### src/rtl/regfile_mp_if.sv
// Register file access bundle: one write port, two read ports, scrub control/status.
// Latency: none (wires only); timing is defined by the register file attached as slave.
// Backpressure: none; rejected writes are reported through wr_err instead of stalling.
// Ports: we/wa/wd write; a1/a2 -> rd1/v1, rd2/v2 reads; clr_req -> clr_busy/clr_done; wr_err.
interface regfile_mp_if #(
  parameter int DATA_W = 8,
  parameter int AW     = 3
);
  logic              we;
  logic [AW-1:0]     wa;
  logic [DATA_W-1:0] wd;
  logic [AW-1:0]     a1;
  logic [AW-1:0]     a2;
  logic [DATA_W-1:0] rd1;
  logic [DATA_W-1:0] rd2;
  logic              v1;
  logic              v2;
  logic              clr_req;
  logic              clr_busy;
  logic              clr_done;
  logic              wr_err;

  modport master (
    output we, wa, wd, a1, a2, clr_req,
    input  rd1, rd2, v1, v2, clr_busy, clr_done, wr_err
  );

  modport slave (
    input  we, wa, wd, a1, a2, clr_req,
    output rd1, rd2, v1, v2, clr_busy, clr_done, wr_err
  );
endinterface

### src/rtl/regfile_mp.sv
// Register file for the encryptor datapath (keys, round state, scratch) with valid bits and a scrub engine.
// Latency: reads combinational (REG_READ=0) or 1 cycle (REG_READ=1); writes commit on the edge.
// Backpressure: none; writes during a scrub or to an out-of-range address are dropped and flagged on wr_err.
// Ports: clk, rst_n (async active-low); bus (regfile_mp_if.slave): we/wa/wd, a1/a2 -> rd/v, clr_req/clr_busy/clr_done, wr_err.
module regfile_mp #(
  parameter int DATA_W   = 8,
  parameter int DEPTH    = 8,
  parameter int REG_READ = 0,
  parameter int BYPASS   = 1,
  parameter int ZERO_R0  = 0,
  localparam int AW      = $clog2(DEPTH)
) (
  input  logic         clk,
  input  logic         rst_n,
  regfile_mp_if.slave  bus
);

  typedef enum logic [1:0] {
    ST_IDLE  = 2'd0,
    ST_CLEAR = 2'd1,
    ST_DONE  = 2'd2
  } state_e;

  // One extra bit so the range check also works for power-of-two depths.
  localparam logic [AW:0]   DEPTH_W  = (AW+1)'(DEPTH);
  localparam logic [AW-1:0] PTR_LAST = AW'(DEPTH - 1);

  state_e              state_q, state_d;
  logic [AW-1:0]       ptr_q, ptr_d;
  logic [DATA_W-1:0]   mem_q [DEPTH];
  logic [DATA_W-1:0]   mem_d [DEPTH];
  logic [DEPTH-1:0]    valid_q, valid_d;
  logic                busy_q, busy_d;
  logic                done_q, done_d;
  logic                wr_err_q, wr_err_d;

  logic                wa_ok;
  logic                wr_drop0;
  logic                wr_acc;
  logic [AW-1:0]       ra   [2];
  logic [DATA_W-1:0]   rd_d [2];
  logic                v_d  [2];

  assign ra[0] = bus.a1;
  assign ra[1] = bus.a2;

  assign wa_ok    = ({1'b0, bus.wa} < DEPTH_W);
  // Writes to a hardwired-zero entry vanish silently: not an error, just no effect.
  assign wr_drop0 = (ZERO_R0 != 0) && (bus.wa == '0);
  assign wr_acc   = bus.we && (state_q == ST_IDLE) && wa_ok && !wr_drop0;

  // Next-state array, valid bits and scrub sequencer.
  always_comb begin
    mem_d    = mem_q;
    valid_d  = valid_q;
    state_d  = state_q;
    ptr_d    = ptr_q;
    wr_err_d = bus.we && ((state_q != ST_IDLE) || !wa_ok);

    // A write in the same IDLE cycle as clr_req still lands; the scrub erases it afterwards.
    if (wr_acc) begin
      mem_d[bus.wa]   = bus.wd;
      valid_d[bus.wa] = 1'b1;
    end

    case (state_q)
      ST_IDLE: begin
        if (bus.clr_req) state_d = ST_CLEAR;
      end
      ST_CLEAR: begin
        mem_d[ptr_q]   = '0;
        valid_d[ptr_q] = 1'b0;
        if (ptr_q == PTR_LAST) begin
          ptr_d   = '0;
          state_d = ST_DONE;
        end else begin
          ptr_d = ptr_q + 1'b1;
        end
      end
      ST_DONE: begin
        state_d = ST_IDLE;
      end
      default: begin
        state_d = ST_IDLE;
      end
    endcase

    busy_d = (state_d != ST_IDLE);
    done_d = (state_d == ST_DONE);
  end

  // Read ports. The registered variant samples next-state contents, so it sees the
  // write and scrub of the same edge regardless of BYPASS; the combinational variant
  // only forwards wd when BYPASS is set.
  always_comb begin
    for (int p = 0; p < 2; p++) begin
      rd_d[p] = '0;
      v_d[p]  = 1'b0;
      if ({1'b0, ra[p]} < DEPTH_W) begin
        if ((ZERO_R0 != 0) && (ra[p] == '0)) begin
          v_d[p] = 1'b1;
        end else if (REG_READ != 0) begin
          rd_d[p] = mem_d[ra[p]];
          v_d[p]  = valid_d[ra[p]];
        end else if ((BYPASS != 0) && wr_acc && (bus.wa == ra[p])) begin
          rd_d[p] = bus.wd;
          v_d[p]  = 1'b1;
        end else begin
          rd_d[p] = mem_q[ra[p]];
          v_d[p]  = valid_q[ra[p]];
        end
      end
    end
  end

  always_ff @(posedge clk or negedge rst_n) begin
    if (!rst_n) begin
      state_q  <= ST_IDLE;
      ptr_q    <= '0;
      valid_q  <= '0;
      busy_q   <= 1'b0;
      done_q   <= 1'b0;
      wr_err_q <= 1'b0;
      for (int i = 0; i < DEPTH; i++) mem_q[i] <= '0;
    end else begin
      state_q  <= state_d;
      ptr_q    <= ptr_d;
      valid_q  <= valid_d;
      busy_q   <= busy_d;
      done_q   <= done_d;
      wr_err_q <= wr_err_d;
      for (int i = 0; i < DEPTH; i++) mem_q[i] <= mem_d[i];
    end
  end

  assign bus.clr_busy = busy_q;
  assign bus.clr_done = done_q;
  assign bus.wr_err   = wr_err_q;

  generate
    if (REG_READ != 0) begin : g_reg_read
      logic [DATA_W-1:0] rd1_q, rd2_q;
      logic              v1_q, v2_q;

      always_ff @(posedge clk or negedge rst_n) begin
        if (!rst_n) begin
          rd1_q <= '0;
          rd2_q <= '0;
          v1_q  <= 1'b0;
          v2_q  <= 1'b0;
        end else begin
          rd1_q <= rd_d[0];
          rd2_q <= rd_d[1];
          v1_q  <= v_d[0];
          v2_q  <= v_d[1];
        end
      end

      assign bus.rd1 = rd1_q;
      assign bus.rd2 = rd2_q;
      assign bus.v1  = v1_q;
      assign bus.v2  = v2_q;
    end else begin : g_comb_read
      assign bus.rd1 = rd_d[0];
      assign bus.rd2 = rd_d[1];
      assign bus.v1  = v_d[0];
      assign bus.v2  = v_d[1];
    end
  endgenerate

endmodule

### src/flat_wrapper.sv
// flat-port wrapper written by rule: the top's interface ports become plain ports
module regfile_mp_flat 
#(
  parameter int DATA_W   = 8,
  parameter int DEPTH    = 8,
  parameter int REG_READ = 0,
  parameter int BYPASS   = 1,
  parameter int ZERO_R0  = 0,
  localparam int AW      = $clog2(DEPTH)
)
  (clk, rst_n, bus_we, bus_wa, bus_wd, bus_a1, bus_a2, bus_clr_req, bus_rd1, bus_rd2, bus_v1, bus_v2, bus_clr_busy, bus_clr_done, bus_wr_err);
  regfile_mp_if #(.DATA_W(DATA_W), .AW(3)) bus_i ();
  input  logic clk;
  input  logic rst_n;
  input wire logic [$bits(bus_i.we)-1:0] bus_we;
  input wire logic [$bits(bus_i.wa)-1:0] bus_wa;
  input wire logic [$bits(bus_i.wd)-1:0] bus_wd;
  input wire logic [$bits(bus_i.a1)-1:0] bus_a1;
  input wire logic [$bits(bus_i.a2)-1:0] bus_a2;
  input wire logic [$bits(bus_i.clr_req)-1:0] bus_clr_req;
  output wire logic [$bits(bus_i.rd1)-1:0] bus_rd1;
  output wire logic [$bits(bus_i.rd2)-1:0] bus_rd2;
  output wire logic [$bits(bus_i.v1)-1:0] bus_v1;
  output wire logic [$bits(bus_i.v2)-1:0] bus_v2;
  output wire logic [$bits(bus_i.clr_busy)-1:0] bus_clr_busy;
  output wire logic [$bits(bus_i.clr_done)-1:0] bus_clr_done;
  output wire logic [$bits(bus_i.wr_err)-1:0] bus_wr_err;
  assign bus_i.we = bus_we;
  assign bus_i.wa = bus_wa;
  assign bus_i.wd = bus_wd;
  assign bus_i.a1 = bus_a1;
  assign bus_i.a2 = bus_a2;
  assign bus_i.clr_req = bus_clr_req;
  assign bus_rd1 = bus_i.rd1;
  assign bus_rd2 = bus_i.rd2;
  assign bus_v1 = bus_i.v1;
  assign bus_v2 = bus_i.v2;
  assign bus_clr_busy = bus_i.clr_busy;
  assign bus_clr_done = bus_i.clr_done;
  assign bus_wr_err = bus_i.wr_err;
  regfile_mp #(.DATA_W(DATA_W), .DEPTH(DEPTH), .REG_READ(REG_READ), .BYPASS(BYPASS), .ZERO_R0(ZERO_R0)) u_core (.clk(clk), .rst_n(rst_n), .bus(bus_i));
endmodule
### config.mk
export PLATFORM = sky130hd
export DESIGN_NAME = regfile_mp_flat
export DESIGN_NICKNAME = d
export VERILOG_FILES = /design/src/rtl/regfile_mp_if.sv /design/src/rtl/regfile_mp.sv /design/src/flat_wrapper.sv
export SDC_FILE = /design/constraint.sdc
export NUM_CORES = 1
export LEC_CHECK = 0
export CORE_ASPECT_RATIO = 0.75
export CORE_UTILIZATION = 50
export DETAILED_ROUTE_END_ITERATION = 6
export GPL_TIMING_DRIVEN = 0
export PLACE_DENSITY = 0.7
export SLEW_MARGIN = 25
export SYNTH_ARGS = -nofsm -noshare
export SYNTH_HDL_FRONTEND = slang
export SYNTH_SLANG_ARGS = --single-unit
### constraint.sdc
create_clock -name clk -period 2 [get_ports clk]
set_clock_uncertainty 0.15 [all_clocks]
set_input_delay 0.3 -clock clk [delete_from_list [all_inputs] [get_ports clk]]
set_output_delay 0.3 -clock clk [all_outputs]
set_load 0.03 [all_outputs]
# After elaboration in Yosys (flattened, before gate mapping)
# Index checks and enable logic that the tools add are counted.
# totals
reg_bits	80
in_bits	21
elab_cells	83
# op_classes
eq_ne	5
muxes	31
add_sub_neg	1
order_cmp	12
n_reduce_logical	11
bitwise	9
# ops
operator	n
$mux 64	2
$mux 8	10
$and 64x64->64	1
$bwmux 64	1
$not 64->64	1
$bmux 8 s3	2
$demux 8 s3	2
$ge 4x4->1 const B	4
$lt 3x4->1 const B	4
$not 3->4	4
$and 8x8->8	1
$logic_and 1x1->1	8
$lt 4x1->1 const B	2
$not 8->8	1
$or 8x8->8	1
$bmux 1 s3	2
$demux 1 s3	2
$eq 3x3->1	2
$ge 3x1->1 const B	2
$mux 1	6
$mux 2	2
$pmux 2 s2	1
$reduce_bool 2->1	2
$add 3x1->3 const B	1
5 further kinds	5

# Logic depth before layout (Yosys ltp)
# Gate-level depths: netlist of the first run.
# logic_depth
word_depth	9
ltp_mapped	6

# Least setup slack after synthesis of the first run
# No wires, ideal clock.
# synth_path
path_kind	input port to output port
startpoint	input bus_a1[1]
endpoint	output bus_rd1[3]
cell_stages	5
arrival_ns	1.607
n_path_buf	2
required_time_ns	1.550
slack_ns	-0.057
path_cell_list	buf_6 buf_12 mux4_2 mux2_2 mux2_4
# synth_via
elab_chain_cells	5
word_cells_on_any_way	7
cone_classes	1 x eq/ne; 4 x mux; 1 x bitwise; 1 x reduce/logical
# synth_lines
item	line	source
start: declaration	flat_wrapper.sv:18	input wire logic [$bits(bus_i.a1)-1:0] bus_a1;
$not 3->4 (implied by the code)	regfile_mp.sv:109	rd_d[p] = mem_q[ra[p]];
$bmux 8 s3	regfile_mp.sv:109	
$mux 8 (implied by the code) (2 in a row)	regfile_mp.sv:109	
$mux 8 (*)	regfile_mp.sv:105	end else if ((BYPASS != 0) && wr_acc && (bus.wa == ra[p])) begin
end: declaration	flat_wrapper.sv:21	output wire logic [$bits(bus_i.rd1)-1:0] bus_rd1;
# Every way passes the cells marked *; elsewhere a longest branch is shown, timed or not. The select of a mux whose other input is x is not followed.

# Worst setup path after layout of the first run
# layout_path
startpoint	register u_core.state_q[1]
endpoint	output bus_rd1[4]
# layout_via
elab_chain_cells	4
# layout_lines
item	line	source
start: declaration	regfile_mp.sv:28	state_e state_q, state_d;
start signal: assignment	regfile_mp.sv:126	state_q <= state_d;
$logic_not 2->1	regfile_mp.sv:50	assign wr_acc = bus.we && (state_q == ST_IDLE) && wa_ok && !wr_drop0;
$logic_and 1x1->1	regfile_mp.sv:50	
$logic_and 1x1->1	regfile_mp.sv:105	
$mux 8	regfile_mp.sv:105	
# Every way passes these cells.

==> run_results.csv, run 1 <==
group,metric,value,unit
global_routing,grt_pass1_wl,25.0,mm
finish,stdcell_count,643,
global_routing,antenna_found_initial,0,
timing,min_period,2440,ps
route,vias,4416,
synthesis,avgSynthCellArea,10.9,um^2
setup_path,r2r_cells,4,
synthesis,syn_area,0.00503,mm^2
clock_network,clk_pin_slew_worst_paths,60,ps
synthesis,synth_top_area_cell,"dfrtp_1",
route,wl,16.1,mm
synthesis,synth_cells,461,
place,place_inst,619,
clock_network,cts.path.max_buffers,2,
timing,period_share,122,%
finish,diodes,0,
synthesis,async_flop_share,100,%
finish,layout_common_cells,"dfrtp_1, a21oi_1, nand3_1, o21ai_0, buf_6",
route,first_iter_violations,506,
finish,finalNetCount,529,
finish,final_layout_size_suffix_gt1_share,25.4,%
setup_path,setup.worst_path.start,"u_core.state_q[1]",
power,seqPwrFrac,33.9,%
finish,fillCellCount,778,
floorplan,ios,42,
floorplan,placementRows,31,
timing,clock.fmax,0.409,GHz
route,antenna_left,0,
hold_path,min_path_cells,3,
setup_path,reg2reg_slack,40,ps
finish,finish.utilization,62.5,%
outcome,status,"finished with violations",
flow_run,maxCapViolCount,0,
synthesis,syn-num-nets,484,
place,pre_cts_slack,-1210,ps
power,pwr_density_cell,1220,mW/mm^2
synthesis,synth_seq_cells,80,
timing,fin_setup_tns,-6950,ps
timing,rsz0062_at_grt,"true",
power,p_sw_share,36.3,%
power,ir_worst_vdd,571,uV
synthesis,synthTopCellsByArea,"dfrtp_1, mux4_1, a21oi_1, nand3_1, o21ai_0",
timing,slew_headroom,50.9,%
floorplan,die_x,118,um
power,netSwitchingPower,2.68,mW
setup_path,cp_data_required_time,1550,ps
floorplan,die-height,88.9,um
floorplan,core,0.00974,mm^2
setup_path,critPathCaptureType,"output port",
global_routing,grt_pass1_vias,4314,
place,io_buffers,24,
setup_path,cp-endpoint,"bus_rd1[4]",
synthesis,synth_seq_area_share,39.8,%
outcome,violations,"negative setup slack",
power,pwr-share-comb,40.5,%
timing,tightest_slew,734,ps
timing,hold_viol,0,
global_routing,grt_use_total,32.5,%
clock_network,cts_tree,"yes",
setup_path,crit_type,"reg -> out",
clock_network,numCtsBuffers,9,
synthesis,ys_types,37,
global_routing,grt_max_degree,48,
setup_path,startpoint_type,"flop",
setup_path,crit-reg2reg-launch,"u_core.state_q[0]",
route,viasPerCell,6.87,
place,hpwl,10.4,mm
setup_path,path_max_fanout,10,
setup_path,rr_endpoint,"u_core.mem_q[30]",
synthesis,netlist.area_leader.share,39.8,%
finish,final_common_cell,"dfrtp_1",
floorplan,start_util,51.7,%
synthesis,ys.flop_type,"dfrtp_1",
floorplan,die_area,0.0105,mm^2
global_routing,grt-ovfl-total,0,
power,leakagePower,2.66,nW
route,drc,0,
timing,setup_viol,18,
power,p_int,4.71,mW
timing,slew_viol_final,0,
setup_path,arrival,1990,ps
hold_path,hold_class,"in -> reg",
timing,fin_ws,-445,ps
place,gp_congestion,0.897,
route,wl_per_cell,25.1,um
route,drtPass1Iterations,5,
synthesis,synth_edf_count,0,
clock_network,h-tree-depth,3,
finish,area_growth,20.9,%
clock_network,clock_latency,340,ps
power,p_total,7.40,mW
clock_network,root_buffer,"clkbuf_16",
clock_network,clock_sinks,80,
synthesis,ys_warn_count,0,
power,pwr-share-clk,25.6,%
## cells in the mapped netlist (2+ instances only)
master / n
clkbuf_1: 28
clkbuf_8: 2
and2_1: 3
nand2_1: 9
mux4_1: 28
mux2_4: 8
nor2_1: 14
nand3_1: 64
o21ai_1: 9
mux2_2: 24
xnor2_1: 6
buf_2: 13
ha_1: 2
a21oi_1: 72
nand3b_1: 2
dfrtp_1: 80
buf_6: 4
mux4_2: 8
nor2b_1: 3
nor3_1: 2
mux2i_1: 2
buf_12: 2
nor3_2: 3
nand4_2: 2
nand2b_1: 5
o21ai_0: 55
## power by group through the flow
stage / Combinational, mW / Clock (mW) / Sequential [mW]
after detailed placement: 2.65 / 0 / 2.50
final: 2.99 / 1.89 / 2.51
after CTS: 2.87 / 1.90 / 2.48
after global routing: 3.16 / 1.97 / 2.56
after global placement: 2.55 / 0 / 2.44
after floorplan: 1.83 / 0 / 2.39
## worst min-delay path by stage
stage,from,endpoint
final,bus_wd[2],u_core.mem_q[42]
after global routing,bus_wd[4],u_core.mem_q[60]
after CTS,bus_wd[2],u_core.mem_q[18]
after detailed placement,rst_n,u_core.valid_q[7]
after global placement,u_core.valid_q[5],u_core.valid_q[5]
after floorplan,rst_n,u_core.bus.clr_busy
## metrics by stage
stage	hold slack (ps)	area (um^2)
4_1_cts	247	6030
5_1_grt	263	6080
2_1_floorplan	-146	5080
6_report	252	6080
3_3_place_gp	343	5490
3_5_place_dp	143	5530
## area by class of cell
type / instances / area, um^2 / share of cell area [%]
multi-input combinational: 331 / 2820 / 46.3
sequential: 80 / 2000 / 32.9
timing repair buffer: 34 / 419 / 6.89
buffer: 50 / 342 / 5.61
clock buffer: 10 / 229 / 3.76
tap: 132 / 165 / 2.71
clock inverter: 6 / 108 / 1.77
## repair_timing
item,4_1_cts,5_1_grt
gates cloned,0,0
endpoints found under the hold margin,33,0
setup buffers,5,2
endpoints found under the setup margin,69,57
hold buffers,1,0
gates resized for setup,151,14
pin swaps,4,1
## critical path, cell delays in order, from the launching register on
cell and delay [ps]:
dfrtp_1 380, buf_6 150, nor3b_4 320, nand4_4 140, buf_12 180, mux2_4 330
buf_6 150
## routing by layer
layer | global-route usage [%] | part of all wire (%) | up-vias
met5 | 0 | 0 | -
met4 | 11.1 | 2.4 | 0
met3 | 8.57 | 13 | 42
met2 | 50.9 | 46 | 340
met1 | 44.6 | 39 | 2198
li1 | - | - | 1836
## logic make-up (layout without fill, tap and decap cells)
| group | count (synthesis) | in the layout | share of synthesized area (%) |
|---|---|---|---|
| AOI/OAI and AO/OA | 139 | 139 | 14.0 |
| and+or+nand+nor | 114 | 114 | 12.7 |
| DFF | 80 | 80 | 39.8 |
| muxes | 70 | 70 | 26.4 |
| buffers and inverters | 50 | 100 | 5.69 |
| xor gates and xnor gates | 6 | 6 | 1.04 |
| adders and majority gates | 2 | 2 | 0.497 |
## sequential cells by signal, summed over array words and instances, names as in the netlist
register / cells
u_core.bus.clr_done: 1
u_core.bus.clr_busy: 1
u_core.state_q: 2
u_core.bus.wr_err: 1
u_core.mem_q: 64
u_core.ptr_q: 3
u_core.valid_q: 8
Power figures use the tool's default switching activity.
==> run 2, diff against run 1 <==
SLEW_MARGIN = default   (was 25)
==> run_results.csv, run 2 (synthesized netlist as in run 1, its figures left out) <==
group,metric,value,unit
place,place_area,0.00552,mm^2
route,antenna_left,0,
power,p_int,4.71,mW
floorplan,die-height,88.9,um
place,io_buffers,24,
floorplan,die_x,118,um
setup_path,path_depth,6,
finish,fillCellCount,745,
power,pwr_density_cell,1200,mW/mm^2
floorplan,core,0.00974,mm^2
timing,fin_ws,-477,ps
power,pwr-share-clk,23.6,%
power,netSwitchingPower,2.79,mW
floorplan,die_area,0.0105,mm^2
timing,slew_viol_final,0,
timing,tightest_slew,738,ps
place,gp_congestion,0.897,
power,pwr-share-comb,42.8,%
clock_network,h-tree-depth,3,
hold_path,hold_class,"in -> async",
clock_network,clock_latency,340,ps
finish,largest_registers,"u_core.mem_q x64, u_core.valid_q x8, u_core.ptr_q x3",
timing,min_period,2480,ps
setup_path,path_max_fanout,4,
setup_path,startpoint_type,"flop",
clock_network,cts.path.max_buffers,2,
outcome,status,"finished with violations",
route,vias,4433,
setup_path,cp_data_required_time,1550,ps
route,first_iter_violations,503,
setup_path,path_cells,"buf_6 -> nor3b_4 -> nand4_4 -> clkbuf_16 -> mux2_4 -> buf_6",
timing,slew_headroom,50.6,%
setup_path,timing.critical_path.mode_cell,"buf_6",
timing,period_share,124,%
setup_path,crit_type,"reg -> out",
setup_path,r2r_cells,7,
timing,rsz0062_at_grt,"true",
finish,finalNetCount,540,
global_routing,grt_max_degree,67,
finish,area_growth,24.3,%
global_routing,grt_pass1_vias,4315,
setup_path,worst-path-buf-inv,3,
timing,clock.fmax,0.404,GHz
setup_path,critPathCaptureType,"output port",
floorplan,ios,42,
finish,layout_common_cells,"dfrtp_1, a21oi_1, nand3_1, o21ai_0, buf_6",
setup_path,slowest_delay,390,ps
finish,final_common_cell,"dfrtp_1",
floorplan,start_util,51.7,%
clock_network,clk_pin_slew_worst_paths,60,ps
global_routing,grt-ovfl-total,0,
finish,diodes,0,
setup_path,arrival,2030,ps
setup_path,critPathTopFamily,"simple AND/OR/NAND/NOR gates",
power,ir_worst_vdd,652,uV
global_routing,antenna_found_initial,0,
power,p_sw_share,37.2,%
power,seqPwrFrac,33.6,%
finish,design_area,0.00625,mm^2
route,wl_per_cell,25.4,um
finish,final_layout_size_suffix_gt1_share,28.4,%
global_routing,grt_use_total,32.3,%
clock_network,numCtsBuffers,9,
flow_run,maxCapViolCount,0,
timing,hold_viol,0,
route,wl,16.6,mm
clock_network,cts_tree,"yes",
timing,fin_setup_tns,-8160,ps
place,hpwl,10.4,mm
setup_path,cpMaxStageDelayCell,"dfrtp_1",
finish,largest_register_ffs,64,
timing,setup_viol,43,
route,drc,0,
power,leakagePower,2.72,nW
place,pre_cts_slack,-1200,ps
power,p_total,7.50,mW
finish,stdcell_count,654,
setup_path,crit-reg2reg-launch,"u_core.state_q[1]",
outcome,violations,"negative setup slack",
finish,top_register,"u_core.mem_q",
floorplan,placementRows,31,
clock_network,clock_sinks,80,
global_routing,grt_pass1_wl,25.0,mm
route,drtPass1Iterations,5,
setup_path,setup.worst_path.start,"u_core.state_q[0]",
route,viasPerCell,6.78,
place,place_inst,618,
clock_network,root_buffer,"clkbuf_16",
==> run 2: cell count changes in the layout (fill, tap and decap cells not counted), sizes merged <==
| cell | previous run | this run |
|---|---|---|
| clkbuf | 41 | 38 |
| bufinv | 3 | 2 |
| buf | 47 | 62 |
==> run 2: worst reg2reg max path, cell delays in order (launching register included) <==
cell and delay [ps]:
dfrtp_1 390, buf_6 130, buf_4 140, buf_4 140, nand4bb_1 370, buf_2 310
o21ai_0 230, a21oi_1 100
==> run 2: path summary, 6_finish.rpt <==
check	slack, ps	endpoint
max in group asynchronous	880	u_core.mem_q[7]
min in group clk	260	u_core.mem_q[61]
min reg2reg	360	u_core.valid_q[1]
max reg2reg	-90	u_core.mem_q[19]
min	210	u_core.mem_q[37]
max	-480	bus_rd2[3]
==> run 2: metrics by stage <==
step                utilization, %  hold slack, ps
floorplan                        -            -146
global placement              56.4             343
detailed placement            56.7            27.5
CTS                           62.0             214
global route                  64.2             233
finish                        64.2             211
==> run 2: repair_timing <==
| item | in CTS | in global routing |
|---|---|---|
| buffers inserted | 8 | 11 |
| endpoints found under the setup margin | 74 | 56 |
| gates cloned | 0 | 1 |
| hold buffers | 1 | 0 |
| pin swaps | 5 | 8 |
| resized for setup | 158 | 40 |
| endpoints found under the hold margin | 14 | 0 |
==> run 2: power by group through the flow <==
stage / Combinational [mW] / Sequential [mW] / Clock [mW]
3_5_place_dp: 2.62 / 2.49 / 0
4_1_cts: 2.90 / 2.49 / 1.77
3_3_place_gp: 2.55 / 2.44 / 0
5_1_grt: 3.37 / 2.56 / 1.86
2_1_floorplan: 1.83 / 2.39 / 0
6_report: 3.21 / 2.52 / 1.77
==> run 2: final cells by class <==
class / count / area (um^2) / share of cell area (%)
Multi-Input combinational cell: 331 / 2870 / 45.8
Sequential cell: 80 / 2000 / 32.0
Timing Repair Buffer: 46 / 547 / 8.74
Buffer: 49 / 362 / 5.78
Clock buffer: 11 / 233 / 3.72
Tap cell: 132 / 165 / 2.64
Clock inverter: 5 / 81.3 / 1.30
==> run 2: routing by layer <==
layer	track usage, %	up-vias	wire length, um
li1	-	1854	-
met1	44.2	2206	6610
met2	51.9	328	7690
met3	7.60	45	1980
met4	9.91	0	362
met5	0	-	0
==> run 3, diff against run 2 <==
PLACE_DENSITY = 0.67   (was 0.7)
clock period = 3.1 ns   (was 2 ns; I/O delays follow)
==> run_results.csv, run 3 (synthesized netlist as in run 1, its figures left out) <==
group,metric,value,unit
outcome,status,"finished, final reports clean",
finish,area_growth,15.8,%
timing,setup_viol,0,
power,ir_worst_vdd,375,uV
global_routing,antenna_found_initial,0,
floorplan,start_util,51.7,%
global_routing,grt_use_total,31.8,%
place,io_buffers,24,
timing,slew_headroom,33.6,%
timing,period_share,95.5,%
route,wl,15.6,mm
clock_network,root_buffer,"clkbuf_16",
power,p_total,4.34,mW
route,first_iter_violations,369,
clock_network,cts_tree,"yes",
global_routing,grt-ovfl-total,0,
place,gp_congestion,0.870,
setup_path,startpoint_type,"input port",
setup_path,path_max_fanout,9,
global_routing,grt_busiest_layer,"met2",
finish,largest_registers,"u_core.mem_q x64, u_core.valid_q x8, u_core.ptr_q x3",
timing,hold_viol,0,
floorplan,core,0.00974,mm^2
finish,largest_register_ffs,64,
setup_path,critPathTopFamily,"buffers and inverters",
global_routing,met1_usage,41.9,%
hold_path,hold_class,"reg -> reg",
power,pwr_density_cell,744,mW/mm^2
clock_network,cts.path.max_buffers,2,
setup_path,cpMaxStageDelayCell,"clkdlybuf4s50_1",
clock_network,clock_latency,350,ps
route,vias,4312,
setup_path,slowest_delay,550,ps
global_routing,grt_pass1_wl,24.4,mm
global_routing,grt_pass1_vias,4343,
finish,layout_common_cells,"dfrtp_1, a21oi_1, nand3_1, o21ai_0, clkbuf_1",
timing,clock.fmax,0.338,GHz
finish,final_common_cell,"dfrtp_1",
setup_path,path_cells,"clkdlybuf4s50_1 -> nor3b_4 -> nand4_4 -> buf_12 -> mux2_4 -> dlygate4sd2_1",
route,drtPass1Iterations,5,
setup_path,arrival,2350,ps
finish,regArea,0.00200,mm^2
floorplan,die_area,0.0105,mm^2
route,drc,0,
timing,whs,368,ps
finish,final_layout_size_suffix_gt1_share,17.8,%
finish,multi_input_area,0.00278,mm^2
global_routing,met2_usage,49.4,%
finish,top_register,"u_core.mem_q",
finish,finalNetCount,524,
global_routing,grt_max_degree,66,
clock_network,numCtsBuffers,9,
finish,diodes,0,
timing,min_period,2960,ps
setup_path,crit_type,"in -> out",
finish,fillCellCount,824,
global_routing,grt_util_met3,11.2,%
setup_path,worst-path-buf-inv,3,
timing,slew_viol_final,0,
floorplan,die-height,88.9,um
clock_network,h-tree-depth,3,
clock_network,clk_pin_slew_worst_paths,60,ps
setup_path,critPathCaptureType,"output port",
floorplan,placementRows,31,
power,leakagePower,2.65,nW
route,wl_per_cell,24.5,um
place,hpwl,10.4,mm
clock_network,clock_sinks,80,
flow_run,maxCapViolCount,0,
route,antenna_left,0,
floorplan,ios,42,
timing,tightest_slew,993,ps
floorplan,die_x,118,um
timing,rsz0062_at_grt,"false",
setup_path,cp_data_required_time,2480,ps
route,viasPerCell,6.77,
[run 3: changes by cell type in the layout (fill, tap and decap cells not counted), moves of 3 or more]
cell,delta
nor3_4,-4
mux4_1,+7
clkbuf_1,+7
mux2_2,+7
nor2_4,-3
dlygate4sd2_1,+15
buf_6,-22
mux2_4,-7
buf_12,-6
buf_2,+7
buf_4,-15
nor2_1,+3
mux4_2,-7
nor3_2,+4
[run 3: where the power goes]
group          internal [mW]  leakage (nW)  switching [mW]
combinational          0.718          1.42           0.951
clock                  0.637         0.145           0.426
sequential              1.37          1.08           0.239
total                   2.72          2.65            1.62
[run 3: metrics by stage]
| stage | cells | worst slack, ps | util (%) | setup TNS, ps | instance area [um^2] |
|---|---|---|---|---|---|
| 2_1_floorplan | 461 | 713 | - | 0 | 5030 |
| 3_3_place_gp | 617 | -1490 | 55.9 | -129050 | 5440 |
| 3_5_place_dp | 618 | -616 | 56.2 | -10400 | 5470 |
| 4_1_cts | 636 | 53.0 | 59.7 | 0 | 5810 |
| 5_1_grt | 637 | 74.2 | 59.9 | 0 | 5830 |
| 6_report | 637 | 138 | 59.9 | 0 | 5830 |
[run 3: area by class of cell]
cell class              count  share of cell area [%]
multi-input cells         331                    47.7
flip-flops and latches     80                    34.4
repair buffers             29                    5.28
plain buffers              50                    4.92
clock buffers              11                    4.17
well taps                 132                    2.83
clock inverters             4                   0.773
[run 3: path summary, 6_finish.rpt]
path / from / to / slack (ps) / cells past startpoint
setup / recovery: bus_we / bus_rd2[6] / 140 / 6
setup reg to reg: u_core.state_q[1] / u_core.mem_q[40] / 880 / 5
hold / removal: u_core.valid_q[0] / u_core.valid_q[0] / 370 / 2
min in group asynchronous: rst_n / u_core.valid_q[5] / 380 / 2
max in group asynchronous: rst_n / u_core.mem_q[56] / 1830 / 3
hold reg to reg: u_core.valid_q[0] / u_core.valid_q[0] / 370 / 2
[run 3: what timing repair did]
action	4_1_cts	5_1_grt
endpoints found under the hold margin	15	0
cloned	0	0
hold buffers	1	0
gates resized for setup	20	2
setup endpoints to repair	18	2
buffers inserted	2	0
pin swaps	2	0
[run 3: worst register-to-register path, cell delays in order, from the launching register on]
cell      delay [ps]
dfrtp_1          370
buf_2            190
nand2b_1         160
clkbuf_1         230
nor3_2           810
a21oi_1          140
[run 3: routing by layer]
| layer | vias to the layer above | wire, um |
|---|---|---|
| met5 | - | 0 |
| met4 | 0 | 333 |
| met3 | 33 | 1810 |
| met2 | 274 | 7080 |
| met1 | 2176 | 6380 |
| li1 | 1829 | - |
